[config.mk]
export PLATFORM = sky130hd
export DESIGN_NAME = data_mem_responder
export DESIGN_NICKNAME = d
export VERILOG_FILES = /design/src/rtl/data_mem_responder.sv
export SDC_FILE = /design/constraint.sdc
export NUM_CORES = 1
export LEC_CHECK = 0
export BUFFER_PORTS_ARGS = -buffer_cell sky130_fd_sc_hd__buf_2
export CAP_MARGIN = 20
export CORE_MARGIN = 3
export CORE_UTILIZATION = 42
export CTS_CLUSTER_DIAMETER = 60
export DETAILED_ROUTE_END_ITERATION = 12
export GPL_TIMING_DRIVEN = 0
export PLACE_DENSITY = 0.81
export SLEW_MARGIN = 25
export SYNTH_ARGS = -nofsm -noshare
export SYNTH_HDL_FRONTEND = slang
export SYNTH_SLANG_ARGS = --single-unit
[constraint.sdc]
create_clock -name clk -period 1.26 [get_ports clk]
set_input_delay 0.189 -clock clk [delete_from_list [all_inputs] [get_ports clk]]
set_output_delay 0.189 -clock clk [all_outputs]
set_load 0.05 [all_outputs]
[src/rtl/data_mem_responder.sv]
// Slave-port responder: turns interconnect req/gnt/rvalid handshakes into
// single-port SRAM accesses, with optional wait states before the response.
module data_mem_responder #(
   parameter int unsigned DATA_WIDTH       = 32,
   parameter int unsigned SLAVE_ADDR_WIDTH = 10,
   parameter int unsigned MEM_ADDR_WIDTH   = SLAVE_ADDR_WIDTH - 2,
   parameter int unsigned WAIT_STATES      = 0
) (
   input  logic                        clk,
   input  logic                        reset,
   input  logic                        slave_data_req_i,
   input  logic [SLAVE_ADDR_WIDTH-1:0] slave_data_addr_i,
   input  logic                        slave_data_we_i,
   input  logic [DATA_WIDTH/8-1:0]     slave_data_be_i,
   input  logic [DATA_WIDTH-1:0]       slave_data_wdata_i,
   output logic [DATA_WIDTH-1:0]       slave_data_rdata_o,
   output logic                        slave_data_rvalid_o,
   output logic                        slave_data_gnt_o,
   output logic                        mem_csb_o,
   output logic                        mem_web_o,
   output logic [DATA_WIDTH/8-1:0]     mem_wmask_o,
   output logic [MEM_ADDR_WIDTH-1:0]   mem_addr_o,
   output logic [DATA_WIDTH-1:0]       mem_din_o,
   input  logic [DATA_WIDTH-1:0]       mem_dout_i
);
   localparam int unsigned BE_WIDTH  = DATA_WIDTH / 8;
   localparam int unsigned CNT_WIDTH = 4;
   localparam logic [CNT_WIDTH-1:0] CNT_LOAD =
      (WAIT_STATES > 0) ? CNT_WIDTH'(WAIT_STATES - 1) : '0;

   if (WAIT_STATES > 15) begin : g_bad_wait_states
      $error("data_mem_responder: WAIT_STATES must be in 0..15");
   end
   if ((DATA_WIDTH % 8) != 0) begin : g_bad_data_width
      $error("data_mem_responder: DATA_WIDTH must be a multiple of 8");
   end

   typedef enum logic [1:0] {
      ST_IDLE = 2'd0,
      ST_WAIT = 2'd1,
      ST_RESP = 2'd2
   } state_e;

   state_e                    state_q, state_d;
   logic [CNT_WIDTH-1:0]      cnt_q, cnt_d;
   logic                      first_wait_q, first_wait_d;
   logic                      is_read_q, is_read_d;
   logic [DATA_WIDTH-1:0]     rdata_q, rdata_d;
   logic [MEM_ADDR_WIDTH-1:0] addr_q, addr_d;
   logic [DATA_WIDTH-1:0]     din_q, din_d;
   logic                      gnt;

   // Byte offset within the word is not used by a word-wide SRAM.
   logic [1:0] unused_addr_lsb;
   assign unused_addr_lsb = slave_data_addr_i[1:0];

   // Next-state, SRAM access and response decode.
   always_comb begin
      state_d             = state_q;
      cnt_d               = cnt_q;
      first_wait_d        = 1'b0;
      is_read_d           = is_read_q;
      rdata_d             = rdata_q;
      addr_d              = addr_q;
      din_d               = din_q;
      gnt                 = 1'b0;
      mem_csb_o           = 1'b1;
      mem_web_o           = 1'b1;
      mem_wmask_o         = '0;
      slave_data_rvalid_o = 1'b0;
      slave_data_rdata_o  = '0;

      case (state_q)
         ST_IDLE, ST_RESP: begin
            if (state_q == ST_RESP) begin
               slave_data_rvalid_o = 1'b1;
               if (is_read_q) begin
                  slave_data_rdata_o = (WAIT_STATES == 0) ? mem_dout_i : rdata_q;
               end
            end
            gnt = slave_data_req_i & ~reset;
            if (gnt) begin
               mem_csb_o   = 1'b0;
               mem_web_o   = ~slave_data_we_i;
               mem_wmask_o = slave_data_we_i ? slave_data_be_i : BE_WIDTH'(0);
               addr_d      = MEM_ADDR_WIDTH'(slave_data_addr_i[SLAVE_ADDR_WIDTH-1:2]);
               din_d       = slave_data_wdata_i;
               is_read_d   = ~slave_data_we_i;
               if (WAIT_STATES == 0) begin
                  state_d = ST_RESP;
               end else begin
                  state_d      = ST_WAIT;
                  cnt_d        = CNT_LOAD;
                  first_wait_d = 1'b1;
               end
            end else begin
               state_d = ST_IDLE;
            end
         end
         ST_WAIT: begin
            // SRAM output is only guaranteed the cycle right after the access.
            if (first_wait_q && is_read_q) begin
               rdata_d = mem_dout_i;
            end
            if (cnt_q == '0) begin
               state_d = ST_RESP;
            end else begin
               cnt_d = cnt_q - CNT_WIDTH'(1);
            end
         end
         default: state_d = ST_IDLE;
      endcase
   end

   assign slave_data_gnt_o = gnt;
   assign mem_addr_o       = addr_d;
   assign mem_din_o        = din_d;

   always_ff @(posedge clk) begin
      if (reset) begin
         state_q      <= ST_IDLE;
         cnt_q        <= '0;
         first_wait_q <= 1'b0;
         is_read_q    <= 1'b0;
         rdata_q      <= '0;
         addr_q       <= '0;
         din_q        <= '0;
      end else begin
         state_q      <= state_d;
         cnt_q        <= cnt_d;
         first_wait_q <= first_wait_d;
         is_read_q    <= is_read_d;
         rdata_q      <= rdata_d;
         addr_q       <= addr_d;
         din_q        <= din_d;
      end
   end

endmodule

# After elaboration in Yosys (flattened, before gate mapping)
# Index checks and enable logic that the tools add are counted.
# W data, S select, Z words.
dict set report totals {
  output_inout_bits 80
  ff_bits 47
  input_bits 82
  elab_cells 38
}
dict set report classes {
  eq_ne 3
  bitwise 4
  n_reduce_logical 5
  add_sub_neg 1
  n_mux 20
}
# op count
set op_table {}
lappend op_table {{$mux W32} 5}
lappend op_table {{$mux W8} 2}
lappend op_table {{$mux W4} 3}
lappend op_table {{$mux W1} 7}
lappend op_table {{$logic_not A4 Y1} 1}
lappend op_table {{$mux W2} 2}
lappend op_table {{$pmux W2 S2} 1}
lappend op_table {{$reduce_and A2 Y1} 2}
lappend op_table {{$sub A4 B1 Y4 const B} 1}
lappend op_table {{$not A1 Y1} 3}
lappend op_table {{$eq A2 B1 Y1 const B} 1}
lappend op_table {{$eq A2 B2 Y1 const B} 1}
lappend op_table {{$logic_not A2 Y1} 1}
lappend op_table {{$ne A2 B2 Y1 const B} 1}
lappend op_table {{$reduce_or A2 Y1} 1}
lappend op_table {{$and A1 B1 Y1} 1}

# Longest topological paths before layout
dict set report depth {
  depth_word 4
  ltp_mapped 5
  ltp_nobuf 3
}

# Least setup slack after synthesis
# OpenSTA, ideal clock, no wires.
dict set report synth_timing {
  path_type {input port to output port}
  start {input port reset}
  end {output port mem_wmask_o[0]}
  path_buffers 2
  arrival_time_ns 1.469
  path_stages 5
  required_ns 1.071
  path_slack_ns -0.398
  cell_sequence {clkbuf_2 -> nand2b_4 -> buf_6 -> inv_1 -> and3_1}
}
dict set report synth_via {
  elab_chain_len 4
}
# element line
set synth_lines {}
lappend synth_lines {{start, declared} 10} ;# input logic reset,
lappend synth_lines {{$not A1 Y1} 81} ;# gnt = slave_data_req_i & ~reset;
lappend synth_lines {{$and A1 B1 Y1} 81}
lappend synth_lines {{$mux W4} 82} ;# if (gnt) begin
lappend synth_lines {{$mux W4} 73} ;# case (state_q)
lappend synth_lines {{end, declared} 21} ;# output logic [DATA_WIDTH/8-1:0] mem_wmask_o,
# Every way passes these cells.

# Final worst setup path
dict set report layout_timing {
  start {register state_q[1]}
  end {output port slave_data_rdata_o[26]}
}
dict set report layout_via {
  elab_chain_len 3
  word_cells_on_any_way 5
  cone_classes {1 x eq/ne; 2 x mux; 2 x reduce/logical}
}
# element line
set layout_lines {}
lappend layout_lines {{start, declared} 44} ;# state_e state_q, state_d;
lappend layout_lines {{start signal, assigned} 129} ;# state_q <= state_d;
lappend layout_lines {{$eq A2 B2 Y1 or $logic_not A2 Y1 (tied branches)} {73, 75}}
lappend layout_lines {{$mux W32 or $reduce_or A2 Y1 (tied branches)} n/a}
lappend layout_lines {{$mux W32 (*)} 73}
lappend layout_lines {{end, declared} 16} ;# output logic [DATA_WIDTH-1:0] slave_data_rdata_o,
# Every way passes the cells marked *; elsewhere a longest branch is shown, timed or not.

==> results.toml <==
[status]
status = "complete, but fails checks"
violations = "negative setup slack"

[route]
vias = 2471
wl_per_cell_um = 19.37
dr.pass1.iters = 4
drc_errors = 0
postRouteAntennaNets = 0
drt_iter0_drc = 54
totalWireLength_um = 9222
drt-vias-per-instance = 5.191

[worst_setup_path]
worstReg2RegStart = "is_read_q"
crit_arrival_ns = 1.24
path_max_fanout = 8
reg2reg_to = "is_read_q"
ff2ff_setup_slack_ns = 0.33
crit_type = "reg2out"
end_kind = "output pin"
r2r_cells = 3
required_ns = 1.07
crit_path_start_kind = "flip-flop"

[pwr]
p_leak_nw = 2.346
clkPwrFrac_pct = 22.8
combPwrFrac_pct = 41.2
switching_power_mw = 1.422
p_sw_share_pct = 35.15
total_power_mw = 4.046
pwr-share-seq_pct = 36.0
powerDensity_nw_per_um2 = 884.1
ir_worst_vdd_uv = 729.6
p_int_mw = 2.623

[clocking]
worstSkewPairLatency_ns = 0.29
numClockSinks = 42
path_clk_slew_ns = 0.09
holdBufCountCts = 0
htree_levels = 2
root_buffer = "clkbuf_8"
cts_tree = "done"
clockBufferDepth = 2
cts_buffers = 5

[floorplan]
core_region_area_um2 = 5303
initial_core_util_pct = 44.83
ios = 162
die_area_um2 = 6599
die_y_um = 81.24
die_x_um = 81.24
num_rows = 26

[hold_path]
hold_end = "din_q[2]"
min_from = "slave_data_wdata_i[2]"
hold_path_class = "in2reg"
whs_path_depth = 3

[logic_synthesis]
synth_warnings = 0
yosysSeqAreaShare_pct = 35.37
synth_fp_nets = 307
ys_ff_latch = 42
yosysUniqueCellTypes = 15
avgSynthCellArea_um2 = 10.57
synthCells = 225
synth_area_um2 = 2377

[grt]
gr-max-usage-layer = "met2"
grt_overflow_total = 0
grt_max_degree = 14
use_met3_pct = 8.204
grt_pass1_wl_um = 12680
use_met2_pct = 45.65
grt_usage_pct = 24.99
grt_antenna_before_repair = 0
grt_pass1_vias = 2569
use_met1_pct = 26.39

[sta]
hold_viol = 0
tns_ns = -10.19
slew_headroom_pct = 68.14
rsz0062_at_grt = "true"
fmax_mhz = 699.7
holdWs_ns = 0.1473
fin_skew_ns = 0
layout_setup_ws_ns = -0.1691
worst_slew_pin_slew_ns = 0.4779
slew_viol_final = 0
post-route-period-util_pct = 113.4
setup_viol = 75
min_period_ns = 1.429

[placement]
place_congestion = 0.7045
dpl_cell_area_um2 = 3357
hpwl_um = 5086
pre_cts_slack_ns = -0.2372
dpl.cell_count = 452
port_buffers = 157

[final_layout]
post-route-util_pct = 86.29
drive_gt1_share_pct = 68.47
syn_to_final_growth_pct = 92.47
fin_nets = 487
fin_area_um2 = 4576
fin_cells = 476
antenna_cells = 0

[job]
cap_violations = 0
layer usage:
metal,up-vias,part of all wire [%]
met5,-,0
met4,0,3.4
met3,24,9.1
met2,132,51
met1,1174,36
li1,1141,-
critical path, cell delays in order, from the launching register on:
cell and delay (ns):
dfxtp_4 0.43, clkbuf_8 0.17, and3_4 0.21, buf_8 0.15
synthesized netlist by cell type:
| cell type | n | area (um^2) |
|---|---|---|
| nor2_1 | 41 | 153.9 |
| inv_1 | 2 | 7.510 |
| mux2i_1 | 40 | 400.4 |
| dfxtp_1 | 42 | 840.8 |
| buf_2 | 2 | 10.01 |
| mux2_2 | 2 | 22.52 |
| mux2_4 | 38 | 570.6 |
| buf_6 | 5 | 56.30 |
| and3_1 | 36 | 225.2 |
| nand2b_4 | 1 | 13.76 |
| nand2_1 | 1 | 3.750 |
| buf_4 | 3 | 22.52 |
| a211oi_1 | 1 | 7.510 |
| clkbuf_1 | 10 | 37.54 |
| clkbuf_2 | 1 | 5.000 |
layout make-up:
class                      count  area (um^2)
buffer                        21        261.5
clock buffer                   6        82.58
fill                         260        726.9
timing repair buffer         173         1692
inverter                       2        11.26
multi-input combinational    160         1580
sequential                    42        848.3
clock inverter                 2        12.51
tap                           70        87.58
power by group through the flow:
stage / Clock, mW / Combinational (mW) / Sequential [mW]
final: 0.921 / 1.67 / 1.46
after global routing: 0.993 / 1.73 / 1.47
after CTS: 0.937 / 1.57 / 1.45
after detailed placement: 0 / 1.24 / 1.48
after global placement: 0 / 1.23 / 1.48
after floorplan: 0 / 0.935 / 1.47
placed cells by master (no fill, tap or decap):
| cell | synthesis | routed |
|---|---|---|
| buf_4 | 3 | 7 |
| clkbuf_8 | 0 | 17 |
| dfxtp_4 | 0 | 2 |
| a211oi_1 | 1 | 1 |
| and3_1 | 36 | 1 |
| clkinv_2 | 0 | 1 |
| buf_2 | 2 | 79 |
| nand2_4 | 0 | 1 |
| inv_1 | 2 | 1 |
| mux2i_1 | 40 | 40 |
| mux2_4 | 38 | 40 |
| clkbuf_16 | 0 | 5 |
| nor2_1 | 41 | 41 |
| buf_8 | 0 | 41 |
| clkbuf_1 | 10 | 4 |
| and3_4 | 0 | 33 |
| and3_2 | 0 | 2 |
| buf_16 | 0 | 1 |
| nand2b_4 | 1 | 1 |
| buf_12 | 0 | 6 |
| dfxtp_1 | 42 | 40 |
| buf_6 | 5 | 40 |
| clkinvlp_4 | 0 | 2 |
worst max-delay path by stage:
stage	end	start	cells past startpoint	slack (ns)
final	slave_data_rdata_o[26]	state_q[1]	3	-0.17
after global routing	slave_data_rdata_o[26]	state_q[1]	3	-0.20
after CTS	slave_data_rdata_o[24]	state_q[1]	3	-0.14
after detailed placement	mem_din_o[28]	reset	6	-0.24
after global placement	mem_din_o[28]	reset	6	-0.24
after floorplan	mem_wmask_o[0]	reset	5	-0.09
registers in the layout (all words and copies together), names as in the netlist:
signal / count
din_q: 32
state_q: 1
addr_q: 8
is_read_q: 1
logic make-up after synthesis:
logic type / count (synthesis) / share of synthesized area (%)
buf+inv: 23 / 5.842
compound gates: 1 / 0.3159
simple gates: 79 / 16.68
flops: 42 / 35.37
mux: 80 / 41.79
what timing repair did:
item / 4_1_cts / 5_1_grt
gates cloned: 7 / 4
setup buffers: 5 / 0
setup endpoints to repair: 77 / 79
pin swaps: 5 / 0
gates resized for setup: 249 / 18
Note: power is estimated with default switching activity, not from simulation.
